==> src/rtl/sync_fifo.sv <==
// Single-clock FIFO with registered read data and full/empty flags.
// Pointers carry one extra wrap bit so full and empty can be told apart.
module sync_fifo #(
  parameter int DATA_WIDTH = 8,
  parameter int DEPTH      = 8
) (
  input  logic                  clk,
  input  logic                  rst_n,
  input  logic                  w_en,
  input  logic                  r_en,
  input  logic [DATA_WIDTH-1:0] data_in,
  output logic [DATA_WIDTH-1:0] data_out,
  output logic                  full,
  output logic                  empty
);

  localparam int AW = $clog2(DEPTH);

  logic [DATA_WIDTH-1:0] mem [DEPTH];
  logic [AW:0]           wptr_reg;
  logic [AW:0]           rptr_reg;
  logic [DATA_WIDTH-1:0] data_out_reg;
  logic                  wr_accept;
  logic                  rd_accept;

  // Flags depend only on pointer registers, never on the request inputs.
  assign empty = (wptr_reg == rptr_reg);
  assign full  = (wptr_reg[AW-1:0] == rptr_reg[AW-1:0]) &&
                 (wptr_reg[AW] != rptr_reg[AW]);

  assign wr_accept = w_en && !full;
  assign rd_accept = r_en && !empty;

  // Storage is left unreset so it can map onto RAM.
  always_ff @(posedge clk) begin
    if (wr_accept) begin
      mem[wptr_reg[AW-1:0]] <= data_in;
    end
  end

  always_ff @(posedge clk or negedge rst_n) begin
    if (!rst_n) begin
      wptr_reg     <= '0;
      rptr_reg     <= '0;
      data_out_reg <= '0;
    end else begin
      if (wr_accept) begin
        wptr_reg <= wptr_reg + (AW+1)'(1);
      end
      if (rd_accept) begin
        data_out_reg <= mem[rptr_reg[AW-1:0]];
        rptr_reg     <= rptr_reg + (AW+1)'(1);
      end
    end
  end

  assign data_out = data_out_reg;

endmodule

==> config.mk <==
export PLATFORM = sky130hd
export DESIGN_NAME = sync_fifo
export DESIGN_NICKNAME = d
export VERILOG_FILES = /design/src/rtl/sync_fifo.sv
export SDC_FILE = /design/constraint.sdc
export NUM_CORES = 1
export LEC_CHECK = 0
export BUFFER_PORTS_ARGS = -buffer_cell sky130_fd_sc_hd__clkbuf_2
export CAP_MARGIN = 20
export CORE_UTILIZATION = 45
export CTS_CLUSTER_DIAMETER = 30
export DETAILED_ROUTE_END_ITERATION = 8
export SYNTH_ARGS = -nofsm -noshare
export SYNTH_HDL_FRONTEND = slang
export SYNTH_SLANG_ARGS = --single-unit
==> constraint.sdc <==
create_clock -name clk -period 3.1 [get_ports clk]
set_input_delay 0.62 -clock clk [delete_from_list [all_inputs] [get_ports clk]]
set_output_delay 0.62 -clock clk [all_outputs]
set_load 0.02 [all_outputs]
==> out/qor.txt, run 1 <==
RUN STATUS
----------------------------------------------------------------------------
Result of the run                                               complete, no violations

YOSYS
----------------------------------------------------------------------------
Sequential-to-total area share from yosys stat                         72.8%
Post-synthesis instance area                                        3190 µm²
Cell types occupying the most area after synthesis              sky130_fd_sc_hd__edfxtp_1 60%, sky130_fd_sc_hd__dfrtp_1 13%, sky130_fd_sc_hd__mux4_2 11%
Seq cells post-synth                                                      80
Area fraction of the dominant cell type after synthesis                60.2%
Cell type with the largest total area after synthesis           sky130_fd_sc_hd__edfxtp_1
Library cells used by synthesis                                           24
Net count of the mapped netlist                                          182
Syn_area_per_cell                                                   19.0 µm²
Yosys warning count                                                        0
Post-Synthesis Cells                                                     168

POWER AND IR DROP
----------------------------------------------------------------------------
Sw Ratio                                                               34.3%
Power share of the combinational group                                 33.2%
Worst supply voltage drop on vdd                                  0.000346 V
Power dissipated by switching net loads                              1220 µW
Part of the power in registers                                         44.2%
Areal power density over the cells                                973 nW/µm²
Leakage power summed over all cells                               0.00132 µW
Relative contribution of the clock network to total power              22.6%
Internal power summed over all cells                                 2340 µW

LAYOUT
----------------------------------------------------------------------------
Layout overhead on the synthesized area                                14.7%
Nets@finish                                                              215
Count of inserted antenna diode cells                                      0
Layout cells sized above 1                                             32.5%
Max reg flops                                                             64
Area of all placed cells without fillers                            3660 µm²

STA
----------------------------------------------------------------------------
Worst Tran Pin Value                                                0.687 ns
Final worst path period share                                          83.0%
Worst clock skew on the final layout                              0.00731 ns
Final setup TNS                                                         0 ns
Final Hold Viols                                                           0
Final slew viol count                                                      0
RSZ-0062 raised after global routing                                      no
Final setup violation count                                                0
Highest Clock Rate                                                   389 MHz
Rel. slew slack                                                        54.0%
Post-layout min period                                               2.57 ns

PLACE
----------------------------------------------------------------------------
Global placement routability congestion                                0.766
Area of placed instances                                            3450 µm²
Number of buffer cells added on primary ports                             21
Placed wire-length estimate after detailed placement                 3770 µm

CRITICAL PATH
----------------------------------------------------------------------------
Critical path's largest stage delay                                  0.71 ns
Internal reg-to-reg setup slack                                      0.53 ns
Worst EP required                                                    3.08 ns
Master of the slowest instance on the critical path             sky130_fd_sc_hd__dfrtp_1
Type of the setup path with the least slack                     register to register
Kind of cell adding the most delay to the critical path         simple AND/OR/NAND/NOR gates
Critical path cell sequence                                     xor2_1 -> o41ai_4 -> or2_1 -> nor2_1
Critical path buffers and inverters                                        0
Critical path peak fanout                                                 11
Critical Path Source Type                                           register
Worst Setup End Kind                                                register
Worst EP arrival                                                     2.56 ns

ROUTING
----------------------------------------------------------------------------
Count of vias placed by the detailed router                             1555
First-iteration detailed-routing DRC count                               142
Via count normalized by instance count                                  5.15
Number of remaining DRC errors                                             0
Aggregate routed wire length                                         5480 µm
Router iterations before antenna repair                                    4
Number of nets with antenna violations after routing                       0
Average routed wire per standard cell                                18.1 µm

GLOBAL ROUTE
----------------------------------------------------------------------------
Global-route wire length before repair                               8660 µm
Pin count of the biggest net entering global routing                      20
Antenna violations before repair                                           0
Met2 Track Usage GR                                                    24.6%
Met1 routing resource usage after global routing                       24.0%
GRT Residual Overflow                                                      0
Met3 layer usage reported by global route                              4.76%
Tot GR Track Use                                                       17.1%
Via count of the first global-routing pass                              1578
Most crowded layer after global routing                                 met2

CLOCK TREE
----------------------------------------------------------------------------
Level count of the clock H-tree                                            3
Number of CTS-inserted buffers                                             9
Clock tree from TritonCTS                                              built
Later-pin clock latency in the skew report                           0.35 ns
Resized cells post-CTS                                                     0
Post-CTS setup buffer count                                                0
Buffer type at the clock tree root                              sky130_fd_sc_hd__clkbuf_8
Number of buffers on the longest clock path                                2
Clock-pin transition on the worst setup and hold timing paths        0.09 ns
Number of hold-repair buffers added at the cts stage                       0
# clock sinks                                                             80

DIE
----------------------------------------------------------------------------
Die Area                                                            7430 µm²
Number of rows in the core area                                           30
Die H                                                                86.2 µm
I/O pin count                                                             22
Starting density of the core                                           46.7%
Core Footprint                                                      6830 µm²
DIE WIDTH                                                            86.2 µm

HOLD PATH
----------------------------------------------------------------------------
Tightest Hold Check Type                                        primary input to async pin

JOB
----------------------------------------------------------------------------
Max-capacitance violation count                                            0

==> per-layer routing <==
layer	vias up	part of all wire (%)
li1	710	-
met1	794	47
met2	40	46
met3	11	4.4
met4	0	2.3
met5	-	0
==> area by class of cell <==
cell class / count / area (µm²)
clock buffers: 10 / 138
clock inverters: 6 / 75.1
fillers: 547 / 3170
inverters: 3 / 11.3
multi-input cells: 77 / 821
flip-flops and latches: 80 / 2320
well taps: 96 / 120
repair buffers: 30 / 173
==> power groups by stage <==
stage	clock [µW]	sequential, µW	combinational (µW)
floorplan	0	1580	875
global placement	0	1590	1190
detailed placement	0	1600	1200
CTS	822	1580	1200
global route	870	1600	1290
finish	804	1570	1180
==> Yosys cell counts <==
library cell and n:
sky130_fd_sc_hd__nand2b_1 3, sky130_fd_sc_hd__o21ai_1 8, sky130_fd_sc_hd__nand2_1 9, sky130_fd_sc_hd__xor2_2 1
sky130_fd_sc_hd__buf_4 4, sky130_fd_sc_hd__nand3_1 1, sky130_fd_sc_hd__mux4_2 16, sky130_fd_sc_hd__mux2i_1 8
sky130_fd_sc_hd__inv_1 3, sky130_fd_sc_hd__edfxtp_1 64, sky130_fd_sc_hd__mux2_1 1, sky130_fd_sc_hd__nor2_1 8
sky130_fd_sc_hd__ha_1 2, sky130_fd_sc_hd__mux2_4 1, sky130_fd_sc_hd__or2_1 2, sky130_fd_sc_hd__dfrtp_1 16
sky130_fd_sc_hd__o41ai_2 1, sky130_fd_sc_hd__clkbuf_1 2, sky130_fd_sc_hd__nor3_2 1, sky130_fd_sc_hd__nor3_1 4
sky130_fd_sc_hd__xor2_1 6, sky130_fd_sc_hd__o41ai_4 1, sky130_fd_sc_hd__buf_2 2, sky130_fd_sc_hd__xnor2_1 4
==> worst reg2reg max path, cell delays in order (launching register included) <==
cell and delay (ns):
sky130_fd_sc_hd__dfrtp_1 0.71, sky130_fd_sc_hd__xor2_1 0.52, sky130_fd_sc_hd__o41ai_4 0.18, sky130_fd_sc_hd__or2_1 0.27, sky130_fd_sc_hd__nor2_1 0.53
==> cell usage in the layout (no fill, tap or decap) <==
cell,instances
sky130_fd_sc_hd__clkinvlp_4,1
sky130_fd_sc_hd__mux2_4,1
sky130_fd_sc_hd__edfxtp_1,64
sky130_fd_sc_hd__o21ai_1,8
sky130_fd_sc_hd__o41ai_4,2
sky130_fd_sc_hd__ha_1,2
sky130_fd_sc_hd__nand3_1,1
sky130_fd_sc_hd__clkinv_4,1
sky130_fd_sc_hd__nor2_1,8
sky130_fd_sc_hd__bufinv_16,1
sky130_fd_sc_hd__xor2_1,6
sky130_fd_sc_hd__nor3_1,4
sky130_fd_sc_hd__buf_4,9
sky130_fd_sc_hd__dfrtp_1,16
sky130_fd_sc_hd__mux2i_1,8
sky130_fd_sc_hd__nand2b_1,3
sky130_fd_sc_hd__inv_1,3
sky130_fd_sc_hd__mux2_1,1
sky130_fd_sc_hd__mux4_2,16
sky130_fd_sc_hd__inv_8,1
sky130_fd_sc_hd__nand2_1,9
sky130_fd_sc_hd__clkbuf_8,10
sky130_fd_sc_hd__xor2_2,1
sky130_fd_sc_hd__nor3_2,1
sky130_fd_sc_hd__inv_6,2
sky130_fd_sc_hd__or2_1,2
sky130_fd_sc_hd__xnor2_1,4
sky130_fd_sc_hd__clkbuf_2,21
==> cells by family (layout without fill, tap and decap cells) <==
logic type,Yosys count,after routing,share of synthesized area [%]
DFF,80,80,72.8
AOI/OAI and AO/OA,10,10,2.63
muxes,26,26,14.6
and+or+nand+nor,28,28,4.08
xor gates and xnor gates,11,11,3.25
buffers and inverters,11,49,1.84
adders and majority gates,2,2,0.784
==> worst paths after layout <==
path	cells past startpoint	to	startpoint
setup reg to reg	4	mem[5][7]	rptr_reg[2]
setup / recovery	4	mem[5][7]	rptr_reg[2]
min in group clk	2	data_out[3]	data_out[3]
max in group asynchronous	1	rptr_reg[3]	rst_n
hold / removal	1	wptr_reg[3]	rst_n
hold reg to reg	2	data_out[3]	data_out[3]
==> metrics by stage <==
stage	cells	hold WS (ns)	worst slack (ns)	util, %	power [µW]
6_report	302	0.173	0.526	53.6	3560
5_1_grt	302	0.188	0.317	53.6	3760
4_1_cts	302	0.178	0.514	53.6	3610
3_5_place_dp	286	0.478	0.546	50.5	2800
3_3_place_gp	286	0.468	0.628	50.5	2780
2_1_floorplan	168	0.324	0.849	-	2460
Note: power is estimated with default switching activity, not from simulation.
==> run 2: changes to the inputs <==
clock period = 2.4 ns   (was 3.1 ns; I/O delays follow)
==> out/qor.txt, run 2 (synthesis gave the netlist of run 1 again) <==
ROUTING
--------------------------------------------------------------------------------
Count of vias placed by the detailed router                                 1585   +1.9%
First-iteration detailed-routing DRC count                                   105   -26%
Via count normalized by instance count                                      5.10   -1.0%
Aggregate routed wire length                                             5690 µm   +3.9%
Number of nets with antenna violations after routing                           0   unchanged
Number of remaining DRC errors                                                 0   unchanged
Router iterations before antenna repair                                        4   unchanged
Average routed wire per standard cell                                    18.3 µm   +0.92%

GLOBAL ROUTE
--------------------------------------------------------------------------------
Global-route wire length before repair                                   9100 µm   +5.1%
Tot GR Track Use                                                           17.6%   +0.50 points
Antenna violations before repair                                               0   unchanged
Via count of the first global-routing pass                                  1642   +4.1%
Pin count of the biggest net entering global routing                          20   unchanged
GRT Residual Overflow                                                          0   unchanged

CLOCK TREE
--------------------------------------------------------------------------------
# clock sinks                                                                 80   unchanged
Number of hold-repair buffers added at the cts stage                           0   unchanged
Post-CTS setup buffer count                                                    0   unchanged
Later-pin clock latency in the skew report                               0.35 ns   about the same
Level count of the clock H-tree                                                3   unchanged
Resized cells post-CTS                                                         0   unchanged
Number of CTS-inserted buffers                                                 9   unchanged
Number of buffers on the longest clock path                                    2   unchanged
Clock tree from TritonCTS                                                  built
Clock-pin transition on the worst setup and hold timing paths            0.08 ns   about the same
Buffer type at the clock tree root                                  sky130_fd_sc_hd__clkbuf_8

JOB
--------------------------------------------------------------------------------
Max-capacitance violation count                                                0   unchanged

HOLD PATH
--------------------------------------------------------------------------------
Tightest Hold Check Type                                            primary input to async pin

LAYOUT
--------------------------------------------------------------------------------
Filler Cell Count                                                            570   +4.2%
Most frequent cells in the layout                                   64 x sky130_fd_sc_hd__edfxtp_1, 21 x sky130_fd_sc_hd__clkbuf_2, 18 x sky130_fd_sc_hd__buf_4, 16 x sky130_fd_sc_hd__mux4_2, 16 x sky130_fd_sc_hd__dfrtp_1
Count of inserted antenna diode cells                                          0   unchanged
Final core utilization                                                     54.2%   +0.66 points
Max reg flops                                                                 64   unchanged
Leading cell type in the layout, fill and taps excluded             sky130_fd_sc_hd__edfxtp_1
Layout cells sized above 1                                                 34.0%   +1.4 points
Nets@finish                                                                  224   +4.2%
Layout overhead on the synthesized area                                    16.1%
Final standard cell count with taps included and fillers excluded            311   +3.0%

DIE
--------------------------------------------------------------------------------
Die H                                                                    86.2 µm   unchanged
Die Area                                                                7430 µm²   unchanged
Starting density of the core                                               46.7%   unchanged
DIE WIDTH                                                                86.2 µm   unchanged
Number of rows in the core area                                               30   unchanged
I/O pin count                                                                 22   unchanged
Core Footprint                                                          6830 µm²   unchanged

RUN STATUS
--------------------------------------------------------------------------------
Result of the run                                                   complete, no violations

STA
--------------------------------------------------------------------------------
Rel. slew slack                                                            52.6%   -1.4 points
Worst hold slack                                                       0.0560 ns   -0.117 ns
Final Hold Viols                                                               0   unchanged
Final setup violation count                                                    0   unchanged
Post-layout min period                                                   2.18 ns
Worst clock skew on the final layout                                   0.0126 ns   +0.00533 ns
Final setup TNS                                                             0 ns   unchanged
Final slew viol count                                                          0   unchanged
Highest Clock Rate                                                       459 MHz
Worst Tran Pin Value                                                    0.708 ns   +0.0208 ns
Final worst path period share                                              90.7%
Smallest setup slack after layout                                       0.222 ns   -0.304 ns
RSZ-0062 raised after global routing                                          no

CRITICAL PATH
--------------------------------------------------------------------------------
Internal reg-to-reg setup slack                                          0.36 ns   -0.17 ns
Critical path peak fanout                                                      2   -9
Worst EP required                                                        1.92 ns   -1.16 ns
Type of the setup path with the least slack                         register to output pin
Critical Path Source Type                                               register
Worst Setup End Kind                                                  output pin
Worst EP arrival                                                         1.70 ns   -0.86 ns

POWER AND IR DROP
--------------------------------------------------------------------------------
Areal power density over the cells                                   1250 nW/µm²   +29%
Leakage power summed over all cells                                   0.00135 µW   +2.3%
Worst supply voltage drop on vdd                                      0.000499 V   +44%

PLACE
--------------------------------------------------------------------------------
Cell Count Post-Placement                                                    295   +3.1%
Global placement routability congestion                                    0.783   +2.3%
Placed wire-length estimate after detailed placement                     3880 µm   +2.9%
Number of buffer cells added on primary ports                                 21   unchanged
Setup WS pre-CTS                                                        0.364 ns   -0.182 ns

[run 2: cell count changes in the layout (fill, tap and decap cells not counted)]
cell	change
sky130_fd_sc_hd__buf_4	+9
sky130_fd_sc_hd__clkbuf_1	+3
sky130_fd_sc_hd__clkinv_4	+1
sky130_fd_sc_hd__inv_6	-2
sky130_fd_sc_hd__inv_8	-1
sky130_fd_sc_hd__clkbuf_8	-1
[run 2: stage by stage]
step | instance area [µm²] | power (µW)
finish | 3700 | 4630
global route | 3700 | 4900
CTS | 3700 | 4690
detailed placement | 3510 | 3730
global placement | 3510 | 3680
floorplan | 3190 | 3170
[run 2: metal layers]
layer	track usage [%]	vias to the layer above	wire [µm]
li1	-	728	-
met3	4.67	7	201
met5	0	-	0
met2	26.5	35	2660
met1	24.0	815	2730
met4	8.94	0	99
[run 2: critical path: stages (launching register included)]
cell and delay (ns):
sky130_fd_sc_hd__dfrtp_1 0.39, sky130_fd_sc_hd__xor2_1 0.20, sky130_fd_sc_hd__buf_4 0.17, sky130_fd_sc_hd__or2_1 0.24, sky130_fd_sc_hd__nor3_1 0.16, sky130_fd_sc_hd__clkbuf_2 0.20
[run 2: worst paths after layout]
kind,cells after the start,end,from
setup / recovery,5,empty,rptr_reg[1]
hold / removal,1,data_out[5],rst_n
setup reg to reg,4,mem[3][4],rptr_reg[3]
hold reg to reg,2,data_out[3],data_out[3]
max in group asynchronous,1,data_out[3],rst_n
min in group clk,1,mem[6][3],data_in[3]
[run 2: area by class of cell]
| cell class | instances | area [µm²] | share of cell area, % |
|---|---|---|---|
| clock inverters | 4 | 55.1 | 1.49 |
| multi-input cells | 77 | 821 | 22.2 |
| repair buffers | 39 | 240 | 6.48 |
| flip-flops and latches | 80 | 2320 | 62.7 |
| well taps | 96 | 120 | 3.24 |
| inverters | 3 | 11.3 | 0.304 |
| clock buffers | 12 | 135 | 3.65 |
[run 2: where the power goes]
part | total, µW | internal (µW) | switching [µW]
Sequential | 1960 | 1830 | 130
Clock | 962 | 486 | 476
Combinational | 1710 | 764 | 951
Total | 4630 | 3080 | 1560
==> run 3: changes to the inputs <==
CTS_CLUSTER_DIAMETER = unset   (was 30)
MAX_ROUTING_LAYER = met4   (was unset)
==> out/qor.txt, run 3 (synthesis gave the netlist of run 1 again) <==
RUN STATUS
--------------------------------------------------------------------------------
Result of the run                                                   complete, no violations

STA
--------------------------------------------------------------------------------
Final worst path period share                                              90.6%   -0.12 points
Post-layout min period                                                   2.17 ns   -0.00296 ns
Final setup violation count                                                    0   unchanged
Worst Tran Pin Value                                                    0.685 ns   -0.0226 ns
Highest Clock Rate                                                       460 MHz   +0.14%
Final slew viol count                                                          0   unchanged
Final setup TNS                                                             0 ns   unchanged
Smallest setup slack after layout                                       0.225 ns   +0.00296 ns
RSZ-0062 raised after global routing                                          no
Final Hold Viols                                                               0   unchanged
Worst clock skew on the final layout                                   0.0110 ns   -0.00161 ns
Rel. slew slack                                                            54.2%   +1.5 points

LAYOUT
--------------------------------------------------------------------------------
Layout overhead on the synthesized area                                    16.1%   unchanged
Count of inserted antenna diode cells                                          0   unchanged
Most frequent cells in the layout                                   64 x sky130_fd_sc_hd__edfxtp_1, 21 x sky130_fd_sc_hd__clkbuf_2, 18 x sky130_fd_sc_hd__buf_4, 16 x sky130_fd_sc_hd__mux4_2, 16 x sky130_fd_sc_hd__dfrtp_1
Leading cell type in the layout, fill and taps excluded             sky130_fd_sc_hd__edfxtp_1
Layout cells sized above 1                                                 34.0%   unchanged
Final standard cell count with taps included and fillers excluded            311   unchanged
Max reg flops                                                                 64   unchanged
Filler Cell Count                                                            570   unchanged
Nets@finish                                                                  224   unchanged

CRITICAL PATH
--------------------------------------------------------------------------------
Worst Setup End Kind                                                  output pin
Critical path peak fanout                                                      2   unchanged
Worst EP arrival                                                         1.69 ns   about the same
Worst EP required                                                        1.92 ns   about the same
Type of the setup path with the least slack                         register to output pin
Critical Path Source Type                                               register

CLOCK TREE
--------------------------------------------------------------------------------
Resized cells post-CTS                                                         0   unchanged
Clock tree from TritonCTS                                                  built
Level count of the clock H-tree                                                3   unchanged
Number of hold-repair buffers added at the cts stage                           0   unchanged
Number of CTS-inserted buffers                                                 9   unchanged
# clock sinks                                                                 80   unchanged
Post-CTS setup buffer count                                                    0   unchanged
Clock-pin transition on the worst setup and hold timing paths            0.08 ns   about the same
Number of buffers on the longest clock path                                    2   unchanged
Buffer type at the clock tree root                                  sky130_fd_sc_hd__clkbuf_8
Later-pin clock latency in the skew report                               0.34 ns   about the same

POWER AND IR DROP
--------------------------------------------------------------------------------
Sw Ratio                                                                   33.6%   -0.046 points
Areal power density over the cells                                   1250 nW/µm²   about the same
Part of the power in registers                                             42.2%   about the same
Leakage power summed over all cells                                   0.00135 µW   unchanged
Power share of the combinational group                                     37.0%   about the same
Power dissipated by switching net loads                                  1550 µW   -0.20%
Worst supply voltage drop on vdd                                      0.000498 V   -0.17%
Internal power summed over all cells                                     3080 µW   about the same
Relative contribution of the clock network to total power                  20.7%   about the same

HOLD PATH
--------------------------------------------------------------------------------
Tightest Hold Check Type                                            primary input to async pin

PLACE
--------------------------------------------------------------------------------
Global placement routability congestion                                    0.794   +1.4%
Setup WS pre-CTS                                                        0.364 ns   unchanged
Cell Count Post-Placement                                                    295   unchanged
Number of buffer cells added on primary ports                                 21   unchanged
Placed wire-length estimate after detailed placement                     3880 µm   unchanged

ROUTING
--------------------------------------------------------------------------------
Router iterations before antenna repair                                        4   unchanged
Number of remaining DRC errors                                                 0   unchanged
Number of nets with antenna violations after routing                           0   unchanged
Via count normalized by instance count                                      5.11   +0.25%
Aggregate routed wire length                                             5680 µm   -0.23%
Average routed wire per standard cell                                    18.3 µm   -0.23%
Count of vias placed by the detailed router                                 1589   +0.25%
First-iteration detailed-routing DRC count                                   107   +1.9%

GLOBAL ROUTE
--------------------------------------------------------------------------------
GRT Residual Overflow                                                          0   unchanged
Antenna violations before repair                                               0   unchanged
Global-route wire length before repair                                   9100 µm   unchanged
Via count of the first global-routing pass                                  1645   +0.18%
Tot GR Track Use                                                           18.1%   +0.48 points
Pin count of the biggest net entering global routing                          20   unchanged

DIE
--------------------------------------------------------------------------------
Starting density of the core                                               46.7%   unchanged
Die Area                                                                7430 µm²   unchanged
Die H                                                                    86.2 µm   unchanged
Core Footprint                                                          6830 µm²   unchanged
I/O pin count                                                                 22   unchanged
Number of rows in the core area                                               30   unchanged
DIE WIDTH                                                                86.2 µm   unchanged

JOB
--------------------------------------------------------------------------------
Max-capacitance violation count                                                0   unchanged

==> run 3: worst paths after layout <==
kind                              from           to  slack (ns)  cells after the start
max in group asynchronous        rst_n  data_out[3]        2.03                      1
min                              rst_n  data_out[0]        0.06                      1
min in group clk            data_in[3]    mem[6][3]        0.42                      1
min reg2reg                data_out[3]  data_out[3]        0.49                      2
max                        rptr_reg[1]        empty        0.23                      5
max reg2reg                rptr_reg[3]    mem[3][4]        0.38                      4
==> run 3: routing by layer <==
layer  vias up  share of wire [%]  track usage (%)
met5         -                  0                -
met4         0                2.7             9.85
met3        13                3.5             3.81
met2        42                 47             26.5
met1       805                 47             24.0
li1        729                  -                -
==> run 3: final cells by class <==
type | instances | area (µm²) | area share, %
Sequential cell | 80 | 2320 | 62.7
Multi-Input combinational cell | 77 | 821 | 22.2
Timing Repair Buffer | 39 | 240 | 6.48
Clock buffer | 12 | 135 | 3.65
Tap cell | 96 | 120 | 3.24
Clock inverter | 4 | 55.1 | 1.49
Inverter | 3 | 11.3 | 0.304
==> run 3: per-stage QoR <==
stage,util [%],total power [µW],instance area (µm²),hold WS [ns]
5_1_grt,54.2,4900,3700,0.0826
4_1_cts,54.2,4690,3700,0.0589
2_1_floorplan,-,3170,3190,0.184
6_report,54.2,4630,3700,0.0599
3_3_place_gp,51.4,3680,3510,0.435
3_5_place_dp,51.4,3730,3510,0.440
==> run 3: power groups by stage <==
stage | Clock (µW) | Combinational [µW] | Sequential [µW]
finish | 960 | 1710 | 1960
global route | 1040 | 1880 | 1990
CTS | 983 | 1750 | 1960
detailed placement | 0 | 1740 | 1990
global placement | 0 | 1710 | 1970
floorplan | 0 | 1130 | 2040
==> run 3: worst max-delay path, stage by stage, from the launching register on <==
cell and delay, ns:
sky130_fd_sc_hd__dfrtp_1 0.39, sky130_fd_sc_hd__xor2_1 0.20, sky130_fd_sc_hd__buf_4 0.17, sky130_fd_sc_hd__or2_1 0.24, sky130_fd_sc_hd__nor3_1 0.16, sky130_fd_sc_hd__clkbuf_2 0.20
